$ cat src/rtl/cpu_pkg.sv
// Shared CPU constants: mux select encodings and the default register-address width.
package cpu_pkg;

  localparam logic MUX_SEL_A = 1'b0;
  localparam logic MUX_SEL_B = 1'b1;

  localparam int unsigned REG_ADDR_W = 5;

endpackage : cpu_pkg

$ cat src/rtl/mux_5_sel_sat_counter.sv
// Saturating up-counter with synchronous clear; clear has priority over increment.
module sat_counter #(
  parameter int unsigned CNT_W = 8
) (
  input  logic             clk,
  input  logic             rst,
  input  logic             inc,
  input  logic             clr,
  output logic [CNT_W-1:0] cnt
);

  always_ff @(posedge clk or posedge rst) begin
    if (rst) begin
      cnt <= '0;
    end else if (clr) begin
      cnt <= '0;
    end else if (inc && (cnt != '1)) begin
      cnt <= cnt + CNT_W'(1);
    end
  end

endmodule : sat_counter

$ cat src/rtl/mux_5_sel.sv
// 2:1 operand selector with a zero-latency output, a registered copy with a valid flag,
// and per-input saturating usage counters.
module mux_5_sel
  import cpu_pkg::*;
#(
  parameter int unsigned WIDTH = REG_ADDR_W,
  parameter int unsigned CNT_W = 8
) (
  input  logic             clk,
  input  logic             rst,
  input  logic             control,
  input  logic [WIDTH-1:0] in_data_a,
  input  logic [WIDTH-1:0] in_data_b,
  input  logic             en,
  input  logic             clr_cnt,
  output logic [WIDTH-1:0] out_data,
  output logic [WIDTH-1:0] out_data_q,
  output logic             out_valid,
  output logic [CNT_W-1:0] cnt_a,
  output logic [CNT_W-1:0] cnt_b
);

  logic inc_a;
  logic inc_b;

  // Plain conditional so an unknown select propagates instead of defaulting to A.
  assign out_data = control ? in_data_b : in_data_a;

  always_ff @(posedge clk or posedge rst) begin
    if (rst) begin
      out_data_q <= '0;
      out_valid  <= 1'b0;
    end else if (en) begin
      out_data_q <= out_data;
      out_valid  <= 1'b1;
    end
  end

  assign inc_a = en && (control == MUX_SEL_A);
  assign inc_b = en && (control == MUX_SEL_B);

  sat_counter #(.CNT_W(CNT_W)) u_cnt_a (
    .clk (clk),
    .rst (rst),
    .inc (inc_a),
    .clr (clr_cnt),
    .cnt (cnt_a)
  );

  sat_counter #(.CNT_W(CNT_W)) u_cnt_b (
    .clk (clk),
    .rst (rst),
    .inc (inc_b),
    .clr (clr_cnt),
    .cnt (cnt_b)
  );

endmodule : mux_5_sel

$ cat config.mk
export PLATFORM = sky130hd
export DESIGN_NAME = mux_5_sel
export DESIGN_NICKNAME = d
export VERILOG_FILES = /design/src/rtl/cpu_pkg.sv /design/src/rtl/mux_5_sel_sat_counter.sv /design/src/rtl/mux_5_sel.sv
export SDC_FILE = /design/constraint.sdc
export NUM_CORES = 1
export LEC_CHECK = 0
export ABC_AREA = 0
export CORE_UTILIZATION = 59
export CTS_CLUSTER_SIZE = 12
export DETAILED_ROUTE_END_ITERATION = 16
export DONT_BUFFER_PORTS = 1
export PLACE_DENSITY = 0.82
export SYNTH_ARGS = -nofsm -noshare
export SYNTH_HDL_FRONTEND = slang
export SYNTH_SLANG_ARGS = --single-unit
$ cat constraint.sdc
create_clock -name clk -period 1.6 [get_ports clk]
set_clock_uncertainty 0.1 [all_clocks]
set_input_delay 0.32 -clock clk [delete_from_list [all_inputs] [get_ports clk]]
set_output_delay 0.32 -clock clk [all_outputs]
set_load 0.01 [all_outputs]
# == After elaboration in Yosys (flattened, before gate mapping) ==
# Index checks and enable logic that the tools add are counted.
# totals
reg_bits,22
input_bits,15
output_inout_bits,27
elab_cells,20
# op_classes
add_sub_neg,2
eq_ne,2
muxes,5
bitwise,1
reduce_logical,6
# op_table
op,n
8-bit 2-to-1 mux,4
8-bit by 1-bit adder with 8-bit output (second input constant),2
8-bit != test (second input constant),2
5-bit 2-to-1 mux,1
1-bit logical AND,4
2-bit nonzero test,2
1-bit inverter,1

# == Logic depth before layout (Yosys ltp) ==
# depth
depth_word,5
ltp_mapped,5
mapped_depth_nobuf,5

# == Modules after synthesis ==
# Synthesis repeated with hierarchy kept, for this count alone.
# hier_totals
cells_unflattened,120
area_unflattened_um2,1351.3
# modules_own_cells
module,n_inst,cells_per_inst,area_each_um2,seq_area_each_um2
sat_counter,2,49,504.2,200.2
mux_5_sel,1,22,342.8,150.1

# == Worst setup path before layout ==
# Ideal clock, no wire load.
# synth_timing
path_kind,register to register
startpoint,reg u_cnt_b.cnt[0]
endpoint,reg u_cnt_b.cnt[5]
setup_time_ps,78
t_arrival_ps,1350
required_ps,1422
path_slack_ps,72
stages_incl_launch_ff,6
path_buffers,0
period_less_slack_ps,1528
cell_sequence,dfrtp_1 ha_1 nand3_1 nor2_1 or4_1 a21oi_1
# synth_via
elab_chain_cells,3
word_cells_on_any_way,6
cone_classes,add/sub: 1; eq/ne: 1; mux: 2; reduce/logical: 2
# synth_lines
element,line,rtl
start: declaration,mux_5_sel_sat_counter.sv:9,output logic [CNT_W-1:0] cnt
start signal: assignment,mux_5_sel_sat_counter.sv:18,cnt <= cnt + CNT_W'(1);
8-bit by 1-bit adder with 8-bit output or 8-bit != test (tied branches),"mux_5_sel_sat_counter.sv:18, mux_5_sel_sat_counter.sv:17",
8-bit 2-to-1 mux or 1-bit logical AND (tied branches),mux_5_sel_sat_counter.sv:17,end else if (inc && (cnt != '1)) begin
8-bit 2-to-1 mux or 2-bit nonzero test (tied branches),--,
# Parallel ways exist; a longest one is shown, timed or not. The select of a mux whose other input is x is not followed.
# A chain may end at the register's enable or synchronous reset.

# == Final worst setup path ==
# layout_timing
startpoint,reg u_cnt_b.cnt[0]
endpoint,reg u_cnt_b.cnt[1]
# Same word-level chain as after synthesis.

==> results.json <==
{
  "diodes": 0,
  "p_per_area_mw_per_mm2": 728.8,
  "drive_gt1_frac": 0.2602,
  "cts_buffers": 3,
  "multi_input_area_um2": 556.8,
  "rsz0062_at_grt": "yes",
  "first_global_vias": 927,
  "core.rowCount": 15,
  "critPathMaxFanout": 4,
  "drtAntennaViolNets": 0,
  "cts_tree": "built",
  "final_nets": 142,
  "maxCapViolCount": 0,
  "clk_path_buf_depth": 2,
  "cts.sinks": 22,
  "vias": 927,
  "ctsHtreeMaxLevel": 1,
  "synth_common_cells": "22 x dfrtp_1, 14 x nor2_1, 10 x mux2_2, 6 x nand3_1",
  "maxSlewViolCount": 0,
  "r2r_start": "u_cnt_b.cnt[0]",
  "required_ns": 1.69,
  "seqPwrFrac": 0.636,
  "hp-class": "in -> reg",
  "areaGrowthSynthToFinish_pct": 14.84,
  "drtIter0Drc": 13,
  "ios": 42,
  "clkPwrFrac": 0.261,
  "syn-num-nets": 125,
  "min_period_ns": 1.538,
  "drt_pass1_iterations": 4,
  "die_w_um": 45.76,
  "wl_per_cell_um": 16.60,
  "num-fill-cells": 138,
  "drc_errors": 0,
  "cts.repair_timing.setup_buffer_count": 0,
  "coreArea_mm2": 0.001764,
  "finalCritPeriodShare": 0.9612,
  "crit_start": "u_cnt_b.cnt[0]",
  "yosysWarnings": 0,
  "slowest_stage": "dfrtp_1",
  "register_area_um2": 550.5,
  "async_flop_share": 1.000,
  "critical_path_class": "reg -> reg",
  "clock_latency_ns": 0.31,
  "cp_slowest_stage_delay_ns": 0.42,
  "die_area_mm2": 0.002094,
  "setup_violations": 0,
  "worst_slew_pin_slew_ns": 0.5626,
  "grt.total_usage": 0.2590,
  "crit_chain": "ha_2 > nand3_1 > o211ai_1 > mux2i_1 > nor2_1",
  "syn_inst": 108,
  "yosysSeqAreaShare": 0.4873,
  "worstHoldStart": "en",
  "pre_cts_ws_ns": 0.04643,
  "timing.fmax_mhz": 650.2,
  "totalWireLength_um": 2457,
  "synth_ff_type": "dfrtp_1",
  "synth_most_common_cell": "dfrtp_1",
  "antenna_found_initial": 0,
  "fin_tns_setup_ns": 0,
  "yosys.area.top_type_share": 0.4873,
  "clkSlewWorstSetupHoldPaths_ns": 0.12,
  "cp-end-kind": "flip-flop",
  "cts-root-buf": "clkbuf_4",
  "peakVddDrop_uv": 615.1,
  "syn_area_mm2": 0.001130,
  "synth_edf_count": 0,
  "total_power_uw": 945.6,
  "grt_pass1_wl_um": 3795,
  "status": "complete, no violations",
  "hold_viol_final": 0,
  "p_switching_uw": 232.0,
  "p_leak_uw": 0.0005839,
  "grt.overflow.total": 0,
  "power.internal_uw": 713.6,
  "maxSlewHeadroom": 0.6237,
  "arrival_ns": 1.63,
  "switching_share": 0.2453,
  "grt_max_degree": 23,
  "ys_top_cells_by_area": "dfrtp_1 49%, mux2_2 10%, nor2_1 4.7%, mux2i_1 3.5%, xor2_1 3.1%",
  "combPwrFrac": 0.103,
  "ys_ff_latch": 22,
  "setup_slack_ns": 0.06204,
  "syn_area_per_cell_um2": 10.46,
  "initial_core_util": 0.6404,
  "dpl.hpwl_um": 1823,
  "viasPerCell": 6.264,
  "die_h_um": 45.76,
  "io_buffers": 0,
  "cp-start-kind": "flip-flop",
  "ys_types": 32,
  "synthDominantAreaCellType": "dfrtp_1",
  "routabilityCongestion": 0.8444
}
-- kinds of logic (layout without fill, tap and decap cells) --
group                      Yosys count  after routing  share of synthesized area
AOI/OAI and AO/OA                   16             16                    0.08969
xor gates and xnor gates             5              5                    0.03876
adders and majority gates            2              2                    0.02214
buffers and inverters                7             22                    0.02546
DFF                                 22             22                     0.4873
muxes                               14             14                     0.1351
and+or+nand+nor                     42             42                     0.2016
-- power by group through the flow --
stage	Combinational, µW	Sequential (µW)	Clock, µW
global placement	84.1	611	0
floorplan	72.3	613	0
CTS	97.6	601	257
finish	97.3	601	247
global route	106	603	268
detailed placement	87.6	612	0
-- cells in the final DEF (no fill, tap or decap), drive strengths merged, types with 7 or more instances in the layout --
master   n
dfrtp   22
nor2    14
buf     14
mux2    10
nand3    7
-- layer usage --
layer / vias up / global-route usage / part of all wire
met5: - / 0 / 0
met4: 0 / 0.1412 / 0.022
met3: 6 / 0.04365 / 0.033
met2: 20 / 0.4829 / 0.53
met1: 473 / 0.2723 / 0.42
li1: 428 / - / -
-- worst max-delay path: cells and delay by family (launching register included) --
| kind | cells | cell delay (ns) |
|---|---|---|
| mux | 1 | 0.23 |
| compound gates | 1 | 0.31 |
| simple gates | 2 | 0.16 |
| fa+ha+maj | 1 | 0.22 |
| flops | 1 | 0.42 |
-- stage by stage --
| step | hold WS (ns) | std cells | utilization | cell area, µm² |
|---|---|---|---|---|
| after floorplan | 0.2092 | 108 | - | 1130 |
| after global placement | 0.1586 | 143 | 0.7078 | 1249 |
| after detailed placement | 0.1623 | 143 | 0.7078 | 1249 |
| after CTS | 0.01722 | 148 | 0.7319 | 1291 |
| after global routing | 0.01793 | 148 | 0.7355 | 1297 |
| final | 0.02541 | 148 | 0.7355 | 1297 |
-- final cells by class --
class	instances	area share
Inverter	3	0.008679
Multi-Input combinational cell	79	0.4291
Tap cell	25	0.02411
Sequential cell	22	0.4243
Timing Repair Buffer	16	0.09643
Clock buffer	3	0.01736
-- path summary, 6_finish.rpt --
| kind | end | slack (ns) | depth (start not counted) |
|---|---|---|---|
| setup reg to reg | u_cnt_b.cnt[1] | 0.06 | 5 |
| min in group asynchronous | u_cnt_a.cnt[3] | 0.38 | 3 |
| max in group asynchronous | out_valid | 0.80 | 3 |
| hold / removal | out_valid | 0.03 | 1 |
| hold reg to reg | out_valid | 0.46 | 1 |
| setup / recovery | u_cnt_b.cnt[1] | 0.06 | 5 |
-- what timing repair did --
action	CTS	global route
endpoints found under the hold margin	37	0
resized for setup	0	2
hold buffers	2	0
endpoints found under the setup margin	0	3
-- registers in the layout, summed over array words and instances (netlist names) --
signal       flops
u_cnt_b.cnt      8
u_cnt_a.cnt      8
out_valid        1
out_data_q       5
Power figures use the tool's default switching activity.
